**config.mk**
```make
export PLATFORM = sky130hd
export DESIGN_NAME = rf_write_arbiter_flat
export DESIGN_NICKNAME = d
export VERILOG_FILES = /design/src/rtl/rf_arb_pkg.sv /design/src/rtl/rf_write_arbiter_if.sv /design/src/rtl/rf_arb_core.sv /design/src/rtl/rf_write_arbiter.sv /design/src/flat_wrapper.sv
export SDC_FILE = /design/constraint.sdc
export NUM_CORES = 1
export LEC_CHECK = 0
export CAP_MARGIN = 5
export CORE_MARGIN = 4
export CORE_UTILIZATION = 36
export DETAILED_ROUTE_END_ITERATION = 10
export GPL_TIMING_DRIVEN = 0
export HOLD_SLACK_MARGIN = 0.02
export PLACE_DENSITY = 0.79
export SKIP_LAST_GASP = 1
export SLEW_MARGIN = 10
export SYNTH_ARGS = -nofsm -noshare
export SYNTH_HDL_FRONTEND = slang
export SYNTH_SLANG_ARGS = --single-unit
```
**constraint.sdc**
```tcl
create_clock -name clk_i -period 4.3 [get_ports clk_i]
set_clock_uncertainty 0.05 [all_clocks]
set_input_delay 1.29 -clock clk_i [delete_from_list [all_inputs] [get_ports clk_i]]
set_output_delay 1.29 -clock clk_i [all_outputs]
set_load 0.02 [all_outputs]
```
**src/rtl/rf_arb_pkg.sv**
```systemverilog
// Shared types and default sizes for the register-file write arbiter.
// Imported by the interface, the grant core and the top.
package rf_arb_pkg;

  typedef enum logic {CLEAR, RUN} rf_arb_state_t;

  localparam int RF_NUM_REGS = 32;
  localparam int RF_ADDR_W   = 5;
  localparam int RF_DATA_W   = 32;

endpackage

```
**src/rtl/rf_write_arbiter_if.sv**
```systemverilog
// Writeback request bus (N requesters) plus the single register-file write port.
// The arbiter uses the slave modport; requesters and the RF use master.
interface rf_write_arbiter_if
  import rf_arb_pkg::*;
#(
  parameter int N_REQ  = 3,
  parameter int DATA_W = RF_DATA_W,
  parameter int ADDR_W = RF_ADDR_W
);

  logic [N_REQ-1:0]        req_valid;
  logic [N_REQ*ADDR_W-1:0] req_addr;
  logic [N_REQ*DATA_W-1:0] req_data;
  logic [N_REQ-1:0]        req_ready;
  logic                    rf_we;
  logic [ADDR_W-1:0]       rf_wa;
  logic [DATA_W-1:0]       rf_wd;

  modport slave (
    input  req_valid, req_addr, req_data,
    output req_ready, rf_we, rf_wa, rf_wd
  );

  modport master (
    output req_valid, req_addr, req_data,
    input  req_ready, rf_we, rf_wa, rf_wd
  );

endinterface

```
**src/rtl/rf_arb_core.sv**
```systemverilog
// N-way request -> one-hot grant plus winner index.
// RF_ARB_ROUND_ROBIN_EN selects round-robin (with pointer state); default is fixed priority.
module rf_arb_core #(
  parameter int N_REQ = 3,
  parameter int IDX_W = $clog2(N_REQ)
) (
`ifdef RF_ARB_ROUND_ROBIN_EN
  input  logic             clk_i,
  input  logic             rst_i,
`endif
  input  logic [N_REQ-1:0] valid_i,
  output logic [N_REQ-1:0] grant_o,
  output logic [IDX_W-1:0] idx_o,
  output logic             any_o
);

`ifdef RF_ARB_ROUND_ROBIN_EN
  logic [IDX_W-1:0] ptr_q, ptr_d;

  // Search starts at the pointer and wraps; the first valid requester wins.
  always_comb begin
    int  cand;
    logic found;
    // NOTE: every output gets a default before the loop so no latch is inferred.
    grant_o = '0;
    idx_o   = '0;
    found   = 1'b0;
    cand    = 0;
    for (int k = 0; k < N_REQ; k++) begin
      cand = (int'(ptr_q) + k) % N_REQ;
      if (!found && valid_i[cand]) begin
        grant_o[cand] = 1'b1;
        idx_o         = IDX_W'(cand);
        found         = 1'b1;
      end
    end
  end

  always_comb begin
    ptr_d = ptr_q;
    if (any_o) begin
      ptr_d = (int'(idx_o) == N_REQ - 1) ? '0 : idx_o + IDX_W'(1);
    end
  end

  // NOTE: state registers use non-blocking assignments only.
  always_ff @(posedge clk_i) begin
    if (rst_i) ptr_q <= '0;
    else       ptr_q <= ptr_d;
  end
`else
  always_comb begin
    logic found;
    grant_o = '0;
    idx_o   = '0;
    found   = 1'b0;
    for (int k = 0; k < N_REQ; k++) begin
      if (!found && valid_i[k]) begin
        grant_o[k] = 1'b1;
        idx_o      = IDX_W'(k);
        found      = 1'b1;
      end
    end
  end
`endif

  assign any_o = |grant_o;

endmodule

```
**src/rtl/rf_write_arbiter.sv**
```systemverilog
// Owns the register-file write port: clears x1..x(NUM_REGS-1) after reset, then arbitrates
// writeback requesters. Arbitration policy set by RF_ARB_ROUND_ROBIN_EN (see rf_arb_core).
module rf_write_arbiter
  import rf_arb_pkg::*;
#(
  parameter int N_REQ    = 3,
  parameter int DATA_W   = RF_DATA_W,
  parameter int ADDR_W   = RF_ADDR_W,
  parameter int NUM_REGS = RF_NUM_REGS
) (
  input  logic                       clk_i,
  input  logic                       rst_i,
  rf_write_arbiter_if.slave          arb_if,
  output logic                       busy_o,
  output logic [$clog2(N_REQ)-1:0]   grant_idx_o
);

  localparam int IDX_W = $clog2(N_REQ);

  rf_arb_state_t     state_q, state_d;
  logic [ADDR_W-1:0] clr_addr_q, clr_addr_d;
  logic              rf_we_q, rf_we_d;
  logic [ADDR_W-1:0] rf_wa_q, rf_wa_d;
  logic [DATA_W-1:0] rf_wd_q, rf_wd_d;
  logic [IDX_W-1:0]  grant_idx_q, grant_idx_d;

  logic [N_REQ-1:0]  arb_valid;
  logic [N_REQ-1:0]  grant;
  logic [IDX_W-1:0]  win_idx;
  logic              win_any;
  logic [ADDR_W-1:0] win_addr;
  logic [DATA_W-1:0] win_data;

  // Requests are invisible to the arbiter until the clear sequence is done.
  assign arb_valid = (state_q == RUN) ? arb_if.req_valid : '0;

  rf_arb_core #(.N_REQ(N_REQ), .IDX_W(IDX_W)) u_core (
`ifdef RF_ARB_ROUND_ROBIN_EN
    .clk_i   (clk_i),
    .rst_i   (rst_i),
`endif
    .valid_i (arb_valid),
    .grant_o (grant),
    .idx_o   (win_idx),
    .any_o   (win_any)
  );

  assign win_addr = arb_if.req_addr[int'(win_idx)*ADDR_W +: ADDR_W];
  assign win_data = arb_if.req_data[int'(win_idx)*DATA_W +: DATA_W];

  always_comb begin
    state_d     = state_q;
    clr_addr_d  = clr_addr_q;
    rf_we_d     = 1'b0;
    rf_wa_d     = rf_wa_q;
    rf_wd_d     = rf_wd_q;
    grant_idx_d = grant_idx_q;
    unique case (state_q)
      CLEAR: begin
        rf_we_d    = 1'b1;
        rf_wa_d    = clr_addr_q;
        rf_wd_d    = '0;
        clr_addr_d = clr_addr_q + ADDR_W'(1);
        if (clr_addr_q == ADDR_W'(NUM_REGS - 1)) state_d = RUN;
      end
      RUN: begin
        if (win_any) begin
          // x0 writes are accepted so the requester can retire, but never reach the port.
          rf_we_d     = (win_addr != '0);
          rf_wa_d     = win_addr;
          rf_wd_d     = win_data;
          grant_idx_d = win_idx;
        end
      end
      default: state_d = CLEAR;
    endcase
  end

  always_ff @(posedge clk_i) begin
    if (rst_i) begin
      state_q     <= CLEAR;
      clr_addr_q  <= ADDR_W'(1);
      rf_we_q     <= 1'b0;
      rf_wa_q     <= '0;
      rf_wd_q     <= '0;
      grant_idx_q <= '0;
    end else begin
      state_q     <= state_d;
      clr_addr_q  <= clr_addr_d;
      rf_we_q     <= rf_we_d;
      rf_wa_q     <= rf_wa_d;
      rf_wd_q     <= rf_wd_d;
      grant_idx_q <= grant_idx_d;
    end
  end

  assign arb_if.req_ready = grant;
  assign arb_if.rf_we     = rf_we_q;
  assign arb_if.rf_wa     = rf_wa_q;
  assign arb_if.rf_wd     = rf_wd_q;
  assign busy_o           = (state_q == CLEAR);
  assign grant_idx_o      = grant_idx_q;

endmodule

```
**src/flat_wrapper.sv**
```systemverilog
// flat-port wrapper written by rule: the top's interface ports become plain ports
module rf_write_arbiter_flat import rf_arb_pkg::*;
#(
  parameter int N_REQ    = 3,
  parameter int DATA_W   = RF_DATA_W,
  parameter int ADDR_W   = RF_ADDR_W,
  parameter int NUM_REGS = RF_NUM_REGS
)
  (clk_i, rst_i, busy_o, grant_idx_o, arb_if_req_valid, arb_if_req_addr, arb_if_req_data, arb_if_req_ready, arb_if_rf_we, arb_if_rf_wa, arb_if_rf_wd);
  rf_write_arbiter_if #(.N_REQ(N_REQ), .DATA_W(DATA_W), .ADDR_W(ADDR_W)) arb_if_i ();
  input  logic clk_i;
  input  logic rst_i;
  output logic busy_o;
  output logic [$clog2(N_REQ)-1:0] grant_idx_o;
  input wire logic [$bits(arb_if_i.req_valid)-1:0] arb_if_req_valid;
  input wire logic [$bits(arb_if_i.req_addr)-1:0] arb_if_req_addr;
  input wire logic [$bits(arb_if_i.req_data)-1:0] arb_if_req_data;
  output wire logic [$bits(arb_if_i.req_ready)-1:0] arb_if_req_ready;
  output wire logic [$bits(arb_if_i.rf_we)-1:0] arb_if_rf_we;
  output wire logic [$bits(arb_if_i.rf_wa)-1:0] arb_if_rf_wa;
  output wire logic [$bits(arb_if_i.rf_wd)-1:0] arb_if_rf_wd;
  assign arb_if_i.req_valid = arb_if_req_valid;
  assign arb_if_i.req_addr = arb_if_req_addr;
  assign arb_if_i.req_data = arb_if_req_data;
  assign arb_if_req_ready = arb_if_i.req_ready;
  assign arb_if_rf_we = arb_if_i.rf_we;
  assign arb_if_rf_wa = arb_if_i.rf_wa;
  assign arb_if_rf_wd = arb_if_i.rf_wd;
  rf_write_arbiter #(.N_REQ(N_REQ), .DATA_W(DATA_W), .ADDR_W(ADDR_W), .NUM_REGS(NUM_REGS)) u_core (.clk_i(clk_i), .rst_i(rst_i), .arb_if(arb_if_i), .busy_o(busy_o), .grant_idx_o(grant_idx_o));
endmodule
```
==> summary.txt, run 1 <==
Run status
  – Outcome: finished clean

Yosys
  – Synthesized flop and latch total: 46
  – Distinct cells, synth: 30
  – Main combinational cell family by area after synthesis: compound AO/OA/AOI/OAI gates
  – Complex-gate fraction of the synthesized area: between 20 and 25%
  – Synth Warn #: 0
  – Cells after Synth: roughly 310
  – Synth Area in Adders: 0.985%
  – Post-Synth Simple-Gate Area: 16.5%
  – Synth Area in XOR/XNOR: between 1 and 1.5%
  – Synth Cell Area: ~0.0025 mm^2
  – Sequential-to-total area share from yosys stat: 36.2%
  – Syn_area_per_cell: 8.33 um^2
  – Post-synthesis mux area share: 15.4%
  – Syn_nets: 423

Floorplan
  – Rows: 30
  – Die Area: between 0.008 and 0.009 mm^2
  – Core Region: 0.00683 mm^2
  – I/O pin total: 160
  – Width of the die: 92.0 um
  – Initial Utilization: 37.2%
  – Die span in y: 92.0 um

Detailed routing
  – Drt pass-1 iters: 4
  – WL per Instance: 15.9 um
  – Vias/cell: 5.13
  – Vias: 2895
  – Routed WL: between 8 and 9 mm
  – Routed Antenna Nets: 0
  – Drt drc: 0
  – DR iter-0 viols: 118

Timing
  – Setup_tns: 0 ns
  – Fmax: 0.242 GHz
  – RSZ-0062 raised after global routing: no
  – Final period utilization: 96.1%
  – Final critical-path required period: 4.13 ns
  – Worst Tran Pin Value: roughly 0.55 ns
  – Setup ws final: 0.168 ns
  – Rel. slew slack: 63.1%
  – # setup viols final: 0
  – Final Max Tran Viols: 0
  – Final Hold Viols: 0
  – Worst hold slack: 0.418 ns

Critical path
  – Kind of critical path: in -> out
  – Reg2Reg Setup Slack: 2.53 ns
  – Worst Path Max Fanout: 10
  – Crit path required time: 2.96 ns
  – RR Endpoint: u_core.arb_if.rf_wa[1]
  – Startpoint Class: input port
  – CP arrival: 2.79 ns
  – Worst R2R Start: u_core.state_q
  – R2R depth: 7
  – Worst Setup End Kind: primary output

Power
  – Power density cells: 197 mW/mm^2
  – Sw Pwr: 0.000182 W
  – Max VDD drop: 0.114 mV
  – Sequential Power Share: 51.4%
  – Clock power share: 30.4%
  – Switch share: 21.4%
  – Power Internal: 0.000669 W
  – Comb power frac: 18.2%
  – Leak: 1.86 nW
  – Total power: ~0.00085 W

Global route
  – Gr busiest metal: met2
  – Met3 usage: 6.81%
  – Grt met2 use: 35.5%
  – Met1 Usage GRT: 24.7%
  – Vias in the first global route: ~3k
  – First-pass GRT wire length: around 14 mm
  – Total GRT Usage: 20.6%
  – Initial antenna violation count: 0
  – GRT Residual Overflow: 0
  – Largest net degree at the start of global routing: 20

Layout
  – Finished layout cell area: between 0.004 and 0.005 mm^2
  – Most frequent cells in the layout: clkdlybuf4s50_1, nor2_1, dfxtp_1, mux2i_1, a211oi_1
  – Area Overhead vs Synth: 70.1%
  – N_diodes: 0
  – Layout cells sized above 1: under 10%
  – Final nets: 587
  – Leading cell type in the layout, fill and taps excluded: clkdlybuf4s50_1

Placed design
  – GPL Wtd Cong: 0.853
  – IO buf count: ~160
  – Post-placement cell area: 0.00424 mm^2
  – DP HPWL: 7.08 mm
  – Post-placement setup slack: -0.262 ns

CTS
  – Sink Count: 46
  – Clock latency on the worst-skew pair: 0.28 ns
  – Number of setup buffers added after CTS: 0
  – Hold_buf cts: 0
  – H-tree depth: 2
  – Root buffer cell: clkbuf_8
  – Max clock buf depth: 2
  – CTS tree: done
  – Clock transition at the registers of the reported paths: around 0.080 ns
  – CTS Buf Count: 5
  – # resized after CTS: 1

Hold path
  – Worst Min Path Start: u_core.grant_idx_o[1]
  – Hold crit path type: reg -> reg
  – Worst Hold Depth: 2
  – Hold endpoint: u_core.grant_idx_o[1]

Job
  – Max-cap violation count: 0
power groups by stage:
stage | logic [W] | registers [W] | clock network (W)
6_report | 0.000155 | 0.000438 | 0.000259
5_1_grt | 0.000166 | 0.000439 | 0.000287
4_1_cts | 0.000156 | 0.000438 | 0.000266
3_5_place_dp | 0.000155 | 0.000448 | 0
3_3_place_gp | 0.000153 | 0.000448 | 0
2_1_floorplan | 0.0000324 | 0.000450 | 0
worst max-delay path by stage:
| stage | slack (ns) | cells past startpoint | endpoint | start |
|---|---|---|---|---|
| after floorplan | 0.90 | 5 | arb_if_req_ready[2] | arb_if_req_valid[1] |
| after global placement | -0.24 | 7 | arb_if_req_ready[2] | arb_if_req_valid[0] |
| after detailed placement | -0.26 | 7 | arb_if_req_ready[2] | arb_if_req_valid[0] |
| after CTS | -0.08 | 6 | arb_if_req_ready[2] | arb_if_req_valid[0] |
| after global routing | 0.12 | 6 | arb_if_req_ready[1] | arb_if_req_valid[0] |
| final | 0.17 | 6 | arb_if_req_ready[1] | arb_if_req_valid[0] |
area by class of cell:
type,count,area [um^2]
plain buffers,31,183
clock buffers,6,82.6
fillers,634,2510
inverters,3,11.3
multi-input cells,224,1420
flip-flops and latches,46,921
well taps,96,120
repair buffers,158,1580
synth_stat cells:
master	count	share of area, %
clkbuf_1	12	1.8
buf_6	3	1.3
dfxtp_1	46	36
nor2_1	85	13
xnor2_1	1	0.34
buf_4	4	1.2
a31oi_1	32	7.9
nand2b_1	2	0.49
ha_1	2	0.98
nand4bb_1	1	0.44
nor3_1	2	0.39
buf_12	1	0.79
mux2i_1	39	15
a221oi_1	4	1.4
a221oi_2	1	0.59
inv_1	2	0.30
nor2b_1	2	0.49
a211oi_1	36	11
nand3_1	1	0.20
a21oi_1	6	1.2
buf_1	1	0.15
a21oi_2	1	0.34
and2_1	1	0.25
xor2_1	2	0.69
and3_1	3	0.74
nand2_1	1	0.15
buf_2	11	2.2
nor3_2	1	0.39
inv_2	1	0.15
nand3b_2	1	0.44
logic make-up after synthesis:
| family | Yosys count |
|---|---|
| and+or+nand+nor | 100 |
| AOI/OAI and AO/OA | 80 |
| DFF | 46 |
| muxes | 39 |
| buffers and inverters | 35 |
| xor gates and xnor gates | 3 |
| adders and majority gates | 2 |
sequential cells by signal, indices dropped and copies added (netlist names):
| signal | cells |
|---|---|
| u_core.grant_idx_o | 2 |
| u_core.arb_if.rf_wa | 5 |
| u_core.arb_if.rf_wd | 32 |
| u_core.arb_if.rf_we | 1 |
| u_core.state_q | 1 |
| u_core.clr_addr_q | 5 |
critical path: stages:
cell             delay (ns)
clkdlybuf4s50_1        0.49
nand3b_2               0.25
buf_6                  0.15
buf_4                  0.19
inv_1                  0.08
dlygate4sd2_1          0.33
through the flow:
| step | util (%) | instances |
|---|---|---|
| after global placement | 62.1 | 559 |
| final | 63.3 | 564 |
| after global routing | 63.3 | 564 |
| after detailed placement | 62.1 | 559 |
| after floorplan | - | 305 |
| after CTS | 63.2 | 564 |
layer usage:
layer / up-vias / wire length [um]
met3: 13 / 900
met5: - / 0
met4: 0 / 135
met1: 1338 / 3550
li1: 1422 / -
met2: 122 / 4410
No activity file was read; power rests on OpenSTA's default activity.
==> run 2, diff against run 1 <==
CORE_MARGIN = default   (was 4)
PLACE_DENSITY = 0.91   (was 0.79)
==> run 2 against run 1 <==
Effect of this change: via count grew 1.0%; combinational power is essentially flat; fmax up 0.27%; count of clock-buffer cells in the layout increased by 1; setup slack better by 0.011 ns; first-iteration DRC count fell by 29%; sequential cell count unchanged; register-to-register slack worse by 0.04 ns; global-route usage rose by 1.8 points; cell count rose by 0.35%; critical path type unchanged; largest cell class unchanged; highest routed layer unchanged.
==> summary.txt, run 2 (synthesis results as in run 1) <==
Layout
  – Final nets: 587
  – Area Overhead vs Synth: 70.4%
  – Layout cells sized above 1: 6.38%
  – Leading cell type in the layout, fill and taps excluded: clkdlybuf4s50_1
  – Fillers: 581
  – Finished layout cell area: roughly 0.0043 mm^2
  – Flip-flop count of the largest register after layout: 32
  – N_diodes: 0
  – Most frequent cells in the layout: clkdlybuf4s50_1, nor2_1, dfxtp_1, mux2i_1, a211oi_1

Power
  – Leak: 1.87 nW
  – Comb power frac: between 15 and 20%
  – Power density cells: 199 mW/mm^2
  – Power Internal: 0.000675 W
  – Clock power share: a little under a third
  – Sequential Power Share: 50.7%
  – Max VDD drop: 0.108 mV
  – Switch share: 21.9%
  – Sw Pwr: between 0.00015 and 0.0002 W

Hold path
  – Worst Min Path Start: u_core.grant_idx_o[1]
  – Hold crit path type: reg -> reg

CTS
  – Number of setup buffers added after CTS: 0
  – Clock transition at the registers of the reported paths: 0.08 ns
  – Clock latency on the worst-skew pair: 0.29 ns
  – CTS Buf Count: 5
  – Max clock buf depth: 2
  – Root buffer cell: clkbuf_8
  – CTS tree: done
  – Hold_buf cts: 0
  – H-tree depth: 2
  – Sink Count: between 40 and 50

Floorplan
  – I/O pin total: 160
  – Core Region: 0.00679 mm^2
  – Width of the die: 86.0 um
  – Initial Utilization: between 30% and 40%
  – Die span in y: 86.0 um
  – Die Area: approximately 0.0074 mm^2
  – Rows: 30

Detailed routing
  – Vias: 2924
  – Vias/cell: roughly 5.2
  – Routed Antenna Nets: 0
  – Drt drc: 0
  – Routed WL: 8.46 mm
  – WL per Instance: 14.9 um
  – Drt pass-1 iters: 4
  – DR iter-0 viols: 84

Global route
  – GRT Residual Overflow: 0
  – Vias in the first global route: 2856
  – Largest net degree at the start of global routing: 20
  – First-pass GRT wire length: 13.3 mm
  – Total GRT Usage: 22.4%
  – Initial antenna violation count: 0

Critical path
  – Crit-path max cell delay: 0.50 ns
  – Max stage delay cell, worst path: clkdlybuf4s50_1
  – CP arrival: 2.78 ns
  – Critical path buffers and inverters: 5
  – Crit path required time: 2.96 ns
  – Worst R2R Start: u_core.state_q
  – Worst Setup End Kind: primary output
  – Critical path startpoint: arb_if_req_valid[0]
  – Worst Path Max Fanout: 10
  – Sequence of cells on the critical path: clkdlybuf4s50_1, nand3b_2, buf_6, buf_4, inv_1, dlygate4sd2_1
  – Startpoint Class: input port
  – Critical path's top delay family: buffers and inverters
  – Kind of critical path: in -> out

Placed design
  – Post-placement cell area: 0.00424 mm^2
  – GPL Wtd Cong: between 0.8 and 0.9
  – IO buf count: around 160
  – DP HPWL: approximately 6.5 mm

Timing
  – Final critical-path required period: ~4.1 ns
  – Fmax: 0.243 GHz
  – Rel. slew slack: 63.7%
  – Final Hold Viols: 0
  – # setup viols final: 0
  – Worst hold slack: 0.444 ns
  – Final period utilization: between 90% and 100%
  – RSZ-0062 raised after global routing: no
  – Final Max Tran Viols: 0
  – Worst Tran Pin Value: about 0.54 ns

Run status
  – Outcome: finished clean

Job
  – Max-cap violation count: 0
run 2: changes by cell type in the layout (fill, tap and decap cells not counted):
cell / before / now
clkbuf_1: 12 / 13
clkinv_2: 0 / 1
run 2: layout make-up:
class / count / area (um^2) / area share, %
inverter: 3 / 11.3 / 0.260
clock buffer: 7 / 86.3 / 1.99
tap: 96 / 120 / 2.77
multi-input combinational: 224 / 1420 / 32.8
buffer: 31 / 183 / 4.22
sequential: 46 / 921 / 21.3
clock inverter: 1 / 5.00 / 0.116
timing repair buffer: 158 / 1580 / 36.6
run 2: what timing repair did:
action / in CTS / in global routing
resized for setup: 1 / 1
hold endpoints to repair: 0 / 0
endpoints found under the setup margin: 2 / 1
pin swaps: 0 / 0
run 2: metrics by stage:
stage | std cells | worst slack (ns) | TNS (ns) | power, W | utilization, %
floorplan | 305 | 0.904 | 0 | 0.000483 | -
global placement | 559 | -0.243 | -0.332 | 0.000600 | 62.4
detailed placement | 559 | -0.257 | -0.364 | 0.000602 | 62.4
CTS | 566 | -0.0974 | -0.0974 | 0.000872 | 63.7
global route | 566 | 0.108 | 0 | 0.000900 | 63.7
finish | 566 | 0.179 | 0 | 0.000864 | 63.7
run 2: final timing paths:
check	endpoint	slack, ns	cells after the start
worst min register to register	u_core.grant_idx_o[1]	0.44	2
worst max-delay path	arb_if_req_ready[1]	0.18	6
worst min-delay path	u_core.grant_idx_o[1]	0.44	2
worst max register to register	u_core.arb_if.rf_wa[1]	2.49	7
run 2: per-layer routing:
layer | wire length [um] | GRT usage (%) | vias up
met5 | 0 | 0 | -
met4 | 103 | 6.67 | 0
met3 | 711 | 5.49 | 10
met2 | 4150 | 39.2 | 132
met1 | 3490 | 27.1 | 1360
li1 | - | - | 1422
run 2: power by group through the flow:
| stage | Clock (W) | Sequential (W) | Combinational [W] |
|---|---|---|---|
| after floorplan | 0 | 0.000450 | 0.0000324 |
| after global routing | 0.000294 | 0.000439 | 0.000167 |
| after global placement | 0 | 0.000448 | 0.000152 |
| final | 0.000271 | 0.000438 | 0.000155 |
| after detailed placement | 0 | 0.000448 | 0.000154 |
| after CTS | 0.000278 | 0.000438 | 0.000156 |
run 2: worst reg2reg max path: stages (launching register included):
cell and delay [ns]:
dfxtp_1 0.32, buf_6 0.13, nand4bb_1 0.09, buf_2 0.16, clkbuf_1 0.44, a211oi_1 0.18
a221oi_1 0.25, nor2_1 0.06
